**src/rtl/sdfa_sat_accumulator.sv**
```systemverilog
// Multi-lane saturating accumulator for SDFA neuron-potential updates.
// Optional macro SDFA_ACC_SAT_CNT_EN adds a 16-bit saturating clamp-event counter (SAT_CNT).
module sdfa_sat_accumulator #(
  parameter int CAL_BIT     = 10,
  parameter int LANES       = 4,
  parameter int ACC_LEN_BIT = 8
) (
  input  logic                     CLK,
  input  logic                     RST,
  input  logic                     EN,
  input  logic                     START,
  input  logic [ACC_LEN_BIT-1:0]   ACC_LEN,
  input  logic                     IN_VALID,
  output logic                     IN_READY,
  input  logic [LANES*CAL_BIT-1:0] IN_DATA,
  output logic                     OUT_VALID,
  input  logic                     OUT_READY,
  output logic [LANES*CAL_BIT-1:0] OUT_DATA,
  output logic [LANES-1:0]         SAT_FLAG,
`ifdef SDFA_ACC_SAT_CNT_EN
  output logic [15:0]              SAT_CNT,
`endif
  output logic                     BUSY
);

  localparam logic [1:0] IDLE   = 2'd0;
  localparam logic [1:0] ACCUM  = 2'd1;
  localparam logic [1:0] OUTPUT = 2'd2;

  localparam logic [CAL_BIT-1:0] SAT_MAX = {1'b0, {(CAL_BIT-1){1'b1}}};
  localparam logic [CAL_BIT-1:0] SAT_MIN = {1'b1, {(CAL_BIT-1){1'b0}}};

  logic [1:0]             state_q, state_d;
  logic [CAL_BIT-1:0]     acc_q [LANES];
  logic [CAL_BIT-1:0]     acc_d [LANES];
  logic [CAL_BIT-1:0]     sat_sum [LANES];
  logic [LANES-1:0]       clamp;
  logic [LANES-1:0]       sat_q, sat_d;
  logic [ACC_LEN_BIT-1:0] len_q, len_d;
  logic [ACC_LEN_BIT-1:0] cnt_q, cnt_d;
  logic                   beat_fire;

  assign IN_READY  = (state_q == ACCUM) & EN;
  assign OUT_VALID = (state_q == OUTPUT);
  assign BUSY      = (state_q != IDLE);
  assign SAT_FLAG  = sat_q;
  assign beat_fire = IN_VALID & IN_READY;

  // Overflow is detected from operand and result sign bits of the wrapped sum.
  always_comb begin
    for (int i = 0; i < LANES; i++) begin
      logic [CAL_BIT-1:0] a, b, s;
      a = acc_q[i];
      b = IN_DATA[i*CAL_BIT +: CAL_BIT];
      s = a + b;
      clamp[i]   = 1'b0;
      sat_sum[i] = s;
      if (!a[CAL_BIT-1] && !b[CAL_BIT-1] && s[CAL_BIT-1]) begin
        sat_sum[i] = SAT_MAX;
        clamp[i]   = 1'b1;
      end else if (a[CAL_BIT-1] && b[CAL_BIT-1] && !s[CAL_BIT-1]) begin
        sat_sum[i] = SAT_MIN;
        clamp[i]   = 1'b1;
      end
    end
  end

  always_comb begin
    OUT_DATA = '0;
    for (int i = 0; i < LANES; i++) begin
      OUT_DATA[i*CAL_BIT +: CAL_BIT] = acc_q[i];
    end
  end

  always_comb begin
    state_d = state_q;
    len_d   = len_q;
    cnt_d   = cnt_q;
    sat_d   = sat_q;
    for (int i = 0; i < LANES; i++) begin
      acc_d[i] = acc_q[i];
    end
    unique case (state_q)
      IDLE: begin
        if (EN && START) begin
          len_d = ACC_LEN;
          cnt_d = '0;
          sat_d = '0;
          for (int i = 0; i < LANES; i++) begin
            acc_d[i] = '0;
          end
          state_d = (ACC_LEN == '0) ? OUTPUT : ACCUM;
        end
      end
      ACCUM: begin
        if (beat_fire) begin
          for (int i = 0; i < LANES; i++) begin
            acc_d[i] = sat_sum[i];
          end
          sat_d = sat_q | clamp;
          cnt_d = cnt_q + 1'b1;
          if (cnt_q == len_q - 1'b1) begin
            state_d = OUTPUT;
          end
        end
      end
      OUTPUT: begin
        if (EN && OUT_READY) begin
          state_d = IDLE;
        end
      end
      default: state_d = IDLE;
    endcase
  end

  always_ff @(posedge CLK or posedge RST) begin
    if (RST) begin
      state_q <= IDLE;
      len_q   <= '0;
      cnt_q   <= '0;
      sat_q   <= '0;
      for (int i = 0; i < LANES; i++) begin
        acc_q[i] <= '0;
      end
    end else begin
      state_q <= state_d;
      len_q   <= len_d;
      cnt_q   <= cnt_d;
      sat_q   <= sat_d;
      for (int i = 0; i < LANES; i++) begin
        acc_q[i] <= acc_d[i];
      end
    end
  end

`ifdef SDFA_ACC_SAT_CNT_EN
  logic [15:0] sat_cnt_q, sat_cnt_d;
  logic [16:0] sat_cnt_sum;

  // One increment per clamping lane per accepted beat, saturating at all-ones.
  always_comb begin
    sat_cnt_sum = {1'b0, sat_cnt_q};
    for (int i = 0; i < LANES; i++) begin
      sat_cnt_sum = sat_cnt_sum + {16'd0, clamp[i] & beat_fire};
    end
    sat_cnt_d = sat_cnt_sum[16] ? 16'hFFFF : sat_cnt_sum[15:0];
  end

  always_ff @(posedge CLK or posedge RST) begin
    if (RST) begin
      sat_cnt_q <= '0;
    end else begin
      sat_cnt_q <= sat_cnt_d;
    end
  end

  assign SAT_CNT = sat_cnt_q;
`endif

endmodule

```
**config.mk**
```make
export PLATFORM = sky130hd
export DESIGN_NAME = sdfa_sat_accumulator
export DESIGN_NICKNAME = d
export VERILOG_FILES = /design/src/rtl/sdfa_sat_accumulator.sv
export SDC_FILE = /design/constraint.sdc
export NUM_CORES = 1
export LEC_CHECK = 0
export ABC_AREA = 1
export CELL_PAD_IN_SITES_DETAIL_PLACEMENT = 1
export CELL_PAD_IN_SITES_GLOBAL_PLACEMENT = 2
export CORE_ASPECT_RATIO = 1.4
export CORE_MARGIN = 5
export CORE_UTILIZATION = 30
export CTS_BUF_LIST = sky130_fd_sc_hd__clkbuf_8
export DETAILED_ROUTE_END_ITERATION = 10
export GPL_TIMING_DRIVEN = 0
export PLACE_DENSITY_LB_ADDON = 0.05
export SYNTH_ARGS = -nofsm -noshare
export SYNTH_HDL_FRONTEND = slang
export SYNTH_SLANG_ARGS = --single-unit
```
**constraint.sdc**
```tcl
create_clock -name CLK -period 2.45 [get_ports CLK]
set_input_delay 0.49 -clock CLK [delete_from_list [all_inputs] [get_ports CLK]]
set_output_delay 0.49 -clock CLK [all_outputs]
set_load 0.01 [all_outputs]
```
* Word level (Yosys, flattened, before mapping) *
Cells that the tools add are included.

word-level totals
  bits in latches = 0
  output and inout port bits = 47
  bits in read-only memories = 0
  flip-flop bits (word level) = 62
  memories kept = 0
  bits of input ports = 54
  bits in writable memories = 0

cells by class
  add/sub/neg operators = 6
  equality and inequality tests = 7
  shift-type cells = 0
  reductions and logical operators = 37
  multiplexer cells = 31
  divide/modulo/power cells = 0
  $mul = 0
  bitwise operators = 3
  $lt $le $gt $ge = 0

operators by type and width
  operator                                                            count
  10-bit 2-to-1 mux                                                   8
  40-bit 2-to-1 mux                                                   2
  40-bit one-hot mux with 2 select lines                              1
  10-bit adder                                                        4
  1-bit logical AND                                                   18
  8-bit 2-to-1 mux                                                    2
  8-bit one-hot mux with 2 select lines                               1
  1-bit zero test                                                     12
  2-bit 2-to-1 mux                                                    5
  8-bit by 1-bit adder with 8-bit output, second input constant       1
  8-bit equality test                                                 1
  8-bit zero test                                                     1
  1-bit 2-to-1 mux                                                    8
  4-bit 2-to-1 mux                                                    2
  4-bit one-hot mux with 2 select lines                               1
  8-bit by 1-bit subtractor with 8-bit output, second input constant  1
  2-bit one-hot mux with 3 select lines                               1
  2-bit by 1-bit != test with 1-bit output, second input constant     2
  2-bit != test, second input constant                                2
  4-bit OR                                                            1
  4-bit AND reduction                                                 1
  2-bit nonzero test                                                  2
  3-bit AND reduction                                                 1
  1-bit bitwise AND                                                   2
  4 further kinds                                                     4

* Longest topological paths before layout *
Gate-level depths: netlist (run 1).

  depth in word-level cells = 8
  gate-level depth with buffers = 14
  gate-level depth less buffers = 14

* Worst setup path before layout (run 1) *
OpenSTA, ideal clock, no wires.

  path type = input port to flip-flop
  from = input port IN_DATA[0]
  to = register acc_q (netlist bit OUT_DATA[8])
  library setup time = 0.128 ns
  arrival time = 1.793 ns
  buffers on the path = 0
  required time = 2.322 ns
  setup slack = 0.529 ns
  cell stages on the path = 9
  cells stage by stage = ha_1 inv_1 fa_1 o21ai_0 nand4_1 nand2_1 nand2_1 nand4_1 nand3_1

on the way
  cells in the longest elaborated chain, start to end = 7
  elaborated cells between the ends (all ways) = 8
  those cells by class = add/sub: 1; mux: 4; reduce/logical: 3

RTL lines
  element                                   RTL line  text
  start: declaration                        15        input logic [LANES*CAL_BIT-1:0] IN_DATA,
  10-bit adder *                            55        s = a + b;
  1-bit zero test                           61        end else if (a[CAL_BIT-1] && b[CAL_BIT-1] && !s[CAL_BIT-1]) begin
  1-bit logical AND                         61
  10-bit 2-to-1 mux                         61
  10-bit 2-to-1 mux *                       58        if (!a[CAL_BIT-1] && !b[CAL_BIT-1] && s[CAL_BIT-1]) begin
  40-bit 2-to-1 mux *                       96        if (beat_fire) begin
  40-bit one-hot mux with 2 select lines *  83        unique case (state_q)
  end signal: indexed assignment            131       acc_q[i] <= acc_d[i];
  end: declaration                          34        logic [CAL_BIT-1:0] acc_q [LANES];

Every way passes the cells marked *; elsewhere a longest branch is shown, timed or not. The select of a mux whose other input is x is not followed.
A chain may end at the register's enable or synchronous reset.

* Worst setup path in the final report (run 1) *
  from = input port EN
  to = output port IN_READY

on the way
  cells in the longest elaborated chain, start to end = 1

RTL lines
  element             RTL line  text
  start: declaration  10        input logic EN,
  1-bit bitwise AND   43        assign IN_READY = (state_q == ACCUM) & EN;
  end: declaration    14        output logic IN_READY,

No other way between the ends.

==> impl_metrics.env, run 1 <==
export IMPL_status="finished clean"
export IMPL_crit_family="buffers and inverters"
export IMPL_layout_drive_gt1_share_pct=6.10
export IMPL_cap_violations=0
export IMPL_grt_max_degree=48
export IMPL_cts_max_level=3
export IMPL_hpwl_um=12600
export IMPL_gp_congestion=0.838
export IMPL_crit_type="input pin to output port"
export IMPL_ys_warn_count=0
export IMPL_ff2ff_path_depth=10
export IMPL_crit_chain="clkdlybuf4s50_1, inv_1, nor2_4, clkdlybuf4s50_1"
export IMPL_die_h_um=162
export IMPL_worstReg2RegEnd="OUT_DATA[38]"
export IMPL_fin_skew_ps=9.96
export IMPL_core_area_um2=16200
export IMPL_worstSetupEndpointType="output port"
export IMPL_synth_seq_area_share_pct=31.4
export IMPL_netlist_area_um2=4950
export IMPL_synth_seq_cells=62
export IMPL_worstSetupStartpointType="input pin"
export IMPL_cp_slowest_cell="clkdlybuf4s50_1"
export IMPL_cts_resized_gates=0
export IMPL_finalHoldViolCount=0
export IMPL_drt_iter0_drc=130
export IMPL_rsz0062_at_grt="false"
export IMPL_period_share_pct=94.5
export IMPL_p_leak_nw=3.40
export IMPL_fin_util_pct=39.7
export IMPL_post_cts_buffers=0
export IMPL_cts_inserted_buffers=9
export IMPL_drcViolationCount=0
export IMPL_total_power_mw=7.47
export IMPL_clock_tree_root_cell="clkbuf_8"
export IMPL_start_util_pct=30.6
export IMPL_synth_net_count=790
export IMPL_fin_crit_ps=2310
export IMPL_cp_arrival_ps=1820
export IMPL_viasPerCell=4.92
export IMPL_die_area_um2=19200
export IMPL_syn2layout_area_growth_pct=29.8
export IMPL_gr_total_overflow=0
export IMPL_slew_viol_final=0
export IMPL_final_nets=902
export IMPL_power_density_nw_per_um2=1160
export IMPL_synth_area_per_cell_um2=7.21
export IMPL_fmax_mhz=432
export IMPL_drt_total_wl_um=16100
export IMPL_crit_top_cell="clkdlybuf4s50_1"
export IMPL_ios=101
export IMPL_cp_required_ps=1960
export IMPL_hold_buffers=0
export IMPL_antenna_found_initial=0
export IMPL_grt_pass1_vias=5411
export IMPL_first_pass_iters=6
export IMPL_rows=55
export IMPL_peakVddDrop_mv=0.402
export IMPL_clock_latency_ps=360
export IMPL_rr_startpoint="OUT_DATA[36]"
export IMPL_slew_headroom_pct=58.5
export IMPL_fillers=2039
export IMPL_drtAntennaViolNets=0
export IMPL_grt_util_all_layers_pct=17.1
export IMPL_dieWidth_um=119
export IMPL_setup_worst_path_start="EN"
export IMPL_timing_hold_ws_ps=422
export IMPL_finalNonFillerCells=1002
export IMPL_max_stage_delay_ps=560
export IMPL_cts_sink_count=62
export IMPL_grt_pass1_wl_um=26700
export IMPL_worst_pin_slew_ps=623
export IMPL_reg2reg_slack_ps=370
export IMPL_vias=4925
export IMPL_clockBufferDepth=2
export IMPL_dp_cells=986
export IMPL_yosysUniqueCellTypes=39
export IMPL_path_buf_inv=3
export IMPL_path_max_fanout=4
export IMPL_syn_inst=686
export IMPL_antennaDiodeCount=0
export IMPL_port_buffers=100
export IMPL_path_clk_slew_ps=70
export IMPL_wire_per_inst_um=16.1
export IMPL_setup_viol=0
export IMPL_cts_tree="done"
export IMPL_holdCritPathClass="input pin to asynchronous set/reset pin"
## sequential cells by signal (all words and copies together) (netlist names)
register,cells
OUT_DATA,40
len_q,8
SAT_FLAG,4
cnt_q,8
state_q,2
## how the worst max path moves through the flow
stage	to	slack, ps	cells after the start
final	IN_READY	140	4
after global routing	OUT_DATA[38]	10	11
after CTS	OUT_DATA[8]	9	10
after detailed placement	OUT_DATA[8]	-400	10
after global placement	OUT_DATA[35]	-1150	2
after floorplan	OUT_DATA[0]	420	1
## layer usage
metal | part of all wire [%] | GRT usage, % | wire [um]
met4 | 1.4 | 4.54 | 219
met5 | 0 | 0 | 0
met3 | 2.8 | 3.24 | 451
met2 | 54 | 32.9 | 8760
met1 | 42 | 18.9 | 6710
## layout make-up
type	instances	area [um^2]	area share, %
clock buffer	9	124	1.93
multi-input combinational	524	2990	46.5
buffer	10	77.6	1.21
clock inverter	7	65.1	1.01
timing repair buffer	101	1030	16.0
inverter	90	340	5.30
sequential	62	1550	24.2
tap	199	249	3.88
## cells in the final DEF, fill, tap and decap left out, types with 5 or more instances in the layout
master / count
xor2_1: 22
nand2_1: 215
a21o_1: 6
nand3_2: 5
o21ai_0: 9
inv_1: 86
clkdlybuf4s50_1: 100
clkbuf_8: 9
ha_1: 46
nand4_1: 18
nand3_1: 100
nand2_2: 5
nor2_1: 32
dfrtp_1: 62
xnor2_1: 5
a21oi_1: 24
## cell families (layout without fill, tap and decap cells)
| kind of cell | after synthesis | in the layout | share of synthesized area (%) |
|---|---|---|---|
| simple gates | 393 | 393 | 36.1 |
| buf+inv | 100 | 217 | 8.39 |
| flops | 62 | 62 | 31.4 |
| compound gates | 54 | 54 | 6.14 |
| fa+ha+maj | 50 | 50 | 13.2 |
| xor+xnor | 27 | 27 | 4.78 |
## power breakdown
group          internal (mW)  total (mW)  switching [mW]
combinational           2.05        4.65            2.60
clock                  0.463       0.944           0.481
sequential              1.46        1.88           0.414
## synth_stat cells (all sizes together)
cell type	n	area, um^2
nand2	222	861
nand3	106	568
inv	89	334
dfrtp	62	1550
ha	46	576
nor2	36	160
a21oi	26	134
xor2	22	193
nand4	19	125
o21ai	12	60.1
buf	7	66.3
a21o	6	45.0
xnor2	5	43.8
a31oi	4	25.0
fa	4	80.1
nand3b	4	30.0
o22ai	4	25.0
clkbuf	3	11.3
nor3	2	15.0
o21bai	2	15.0
and3	1	6.26
clkinv	1	3.75
nor3b	1	7.51
nor4	1	6.26
or2	1	6.26
## through the flow
step / worst slack (ps) / TNS [ps] / area, um^2
2_1_floorplan: 419 / 0 / 4950
3_3_place_gp: -1150 / -73230 / 6200
3_5_place_dp: -403 / -3430 / 6230
4_1_cts: 9.44 / 0 / 6420
5_1_grt: 10.8 / 0 / 6420
6_report: 136 / 0 / 6420
(Power assumes the default switching activity.)
==> run 2: changes to the inputs <==
Settings changed: SKIP_CTS_REPAIR_TIMING set to 1.
==> results of run 2 <==
No change in the layout: final DEF, timing and power equal those of run 1.
==> run 3: changes to the inputs <==
Settings changed: REMOVE_ABC_BUFFERS set to 1.
Clock period 2.45 ns to 2.3 ns, I/O delays scaled along.
==> run 3 against run 2 <==
  * Power increased by 2.8%
  * Sequential power increased by 5%
  * Combinational power increased by 4.7%
  * Largest power group unchanged
  * Highest routed layer unchanged
==> impl_metrics.env, run 3 (synthesis gave the netlist of run 1 again) <==
export IMPL_cts_max_level=3
export IMPL_cp_required_ps=2540
export IMPL_max_stage_delay_ps=460
export IMPL_p_switching_mw=3.62
export IMPL_fmax_mhz=466
export IMPL_switching_share_pct=47.1
export IMPL_ff2ff_path_depth=11
export IMPL_vias=4841
export IMPL_setup_worst_path_start="IN_DATA[0]"
export IMPL_fin_skew_ps=7.92
export IMPL_worst_pin_slew_ps=769
export IMPL_gr_total_overflow=0
export IMPL_port_buffers=100
export IMPL_cp_slowest_cell="clkdlybuf4s50_1"
export IMPL_antenna_found_initial=0
export IMPL_wire_per_inst_um=15.0
export IMPL_grt_pass1_vias=5161
export IMPL_peakVddDrop_mv=0.406
export IMPL_final_nets=892
export IMPL_holdCritPathClass="input pin to asynchronous set/reset pin"
export IMPL_drtAntennaViolNets=0
export IMPL_crit_end="OUT_DATA[8]"
export IMPL_slew_viol_final=0
export IMPL_total_power_mw=7.68
export IMPL_p_int_mw=4.06
export IMPL_grt_pass1_wl_um=25100
export IMPL_dieWidth_um=119
export IMPL_antennaDiodeCount=0
export IMPL_viasPerCell=4.88
export IMPL_grt_util_all_layers_pct=15.9
export IMPL_clockBufferDepth=2
export IMPL_clock_tree_root_cell="clkbuf_8"
export IMPL_fin_crit_ps=2150
export IMPL_setup_viol=0
export IMPL_pwr_share_seq_pct=25.8
export IMPL_status="finished clean"
export IMPL_slew_headroom_pct=48.6
export IMPL_clock_latency_ps=360
export IMPL_rsz0062_at_grt="false"
export IMPL_period_share_pct=93.3
export IMPL_ios=101
export IMPL_finalHoldViolCount=0
export IMPL_gp_congestion=0.804
export IMPL_timing_hold_ws_ps=432
export IMPL_reg2reg_slack_ps=280
export IMPL_drt_iter0_drc=134
export IMPL_largest_reg_flops=40
export IMPL_worstReg2RegEnd="SAT_FLAG[1]"
export IMPL_worstSetupStartpointType="input pin"
export IMPL_layout_drive_gt1_share_pct=4.92
export IMPL_power_density_nw_per_um2=1210
export IMPL_path_max_fanout=3
export IMPL_cp_arrival_ps=2390
export IMPL_core_area_um2=16200
export IMPL_crit_chain="clkdlybuf4s50_1, ha_1, inv_1, fa_1, o21ai_1, nand4_1, nand2_1, nand2_1, nand4_1, nand3_1"
export IMPL_rows=55
export IMPL_grt_max_degree=52
export IMPL_p_comb_share_pct=63.4
export IMPL_worstSetupEndpointType="flop"
export IMPL_path_clk_slew_ps=70
export IMPL_cap_violations=0
export IMPL_drcViolationCount=0
export IMPL_drt_total_wl_um=14900
export IMPL_die_h_um=162
export IMPL_start_util_pct=30.6
export IMPL_syn2layout_area_growth_pct=27.8
export IMPL_hpwl_um=11300
export IMPL_crit_type="input pin to flop"
export IMPL_cts_inserted_buffers=9
export IMPL_cts_sink_count=62
export IMPL_mostFrequentLayoutCell="nand2_1"
export IMPL_clock_power_share_pct=10.8
export IMPL_cts_tree="done"
export IMPL_rr_startpoint="OUT_DATA[17]"
export IMPL_die_area_um2=19200
export IMPL_final_cell_mix="nand2_1, nand3_1, clkdlybuf4s50_1"
export IMPL_first_pass_iters=4
export IMPL_p_leak_nw=3.36
run 3: cell types whose count changed in the layout (fill, tap and decap cells not counted), sizes merged:
cell / change
inv: +4
clkinv: -2
bufinv: -1
clkinvlp: -2
buf: -7
clkbuf: -3
clkdlybuf4s50: -1
dlymetal6s2s: +1
run 3: worst min-delay path by stage:
| stage | from | to | cells past startpoint |
|---|---|---|---|
| floorplan | len_q[7] | len_q[7] | 2 |
| global placement | len_q[7] | len_q[7] | 2 |
| detailed placement | len_q[7] | len_q[7] | 2 |
| CTS | RST | OUT_DATA[38] | 2 |
| global route | RST | OUT_DATA[38] | 2 |
| finish | RST | OUT_DATA[38] | 2 |
run 3: per-stage QoR:
step / util (%) / worst slack, ps / TNS, ps / cell area [um^2] / std cells
floorplan: - / 299 / 0 / 4870 / 676
global placement: 37.8 / -1250 / -96620 / 6120 / 975
detailed placement: 38.0 / -650 / -20680 / 6140 / 976
CTS: 38.9 / -266 / -4730 / 6290 / 991
global route: 39.1 / 3.20 / 0 / 6320 / 991
finish: 39.1 / 153 / 0 / 6320 / 991
run 3: area by class of cell:
| class | instances | area (um^2) |
|---|---|---|
| Multi-Input combinational cell | 524 | 3010 |
| Inverter | 90 | 345 |
| Clock buffer | 9 | 124 |
| Timing Repair Buffer | 101 | 1020 |
| Sequential cell | 62 | 1550 |
| Clock inverter | 6 | 25.0 |
| Fill cell | 2049 | 9850 |
| Tap cell | 199 | 249 |
run 3: worst max-delay path, delay by kind of cell:
family                     cells  cell delay, ps
buffers and inverters          2             530
AOI/OAI and AO/OA              1             280
adders and majority gates      2             620
and+or+nand+nor                5             480
run 3: metal layers:
metal	GRT usage [%]	share of wire, %	up-vias
li1	-	-	2442
met1	18.1	43	2309
met2	29.5	52	74
met3	2.75	3.6	16
met4	5.88	1.9	0
met5	0	0	-
run 3: power by group through the flow:
stage                     combinational (mW)  sequential, mW  clock [mW]
final                                   4.87            1.98       0.828
after detailed placement                4.91            2.01           0
after global placement                  4.81            1.99           0
after CTS                               4.94            2.00       0.884
after global routing                    5.54            2.07       0.942
after floorplan                         3.06            2.08           0
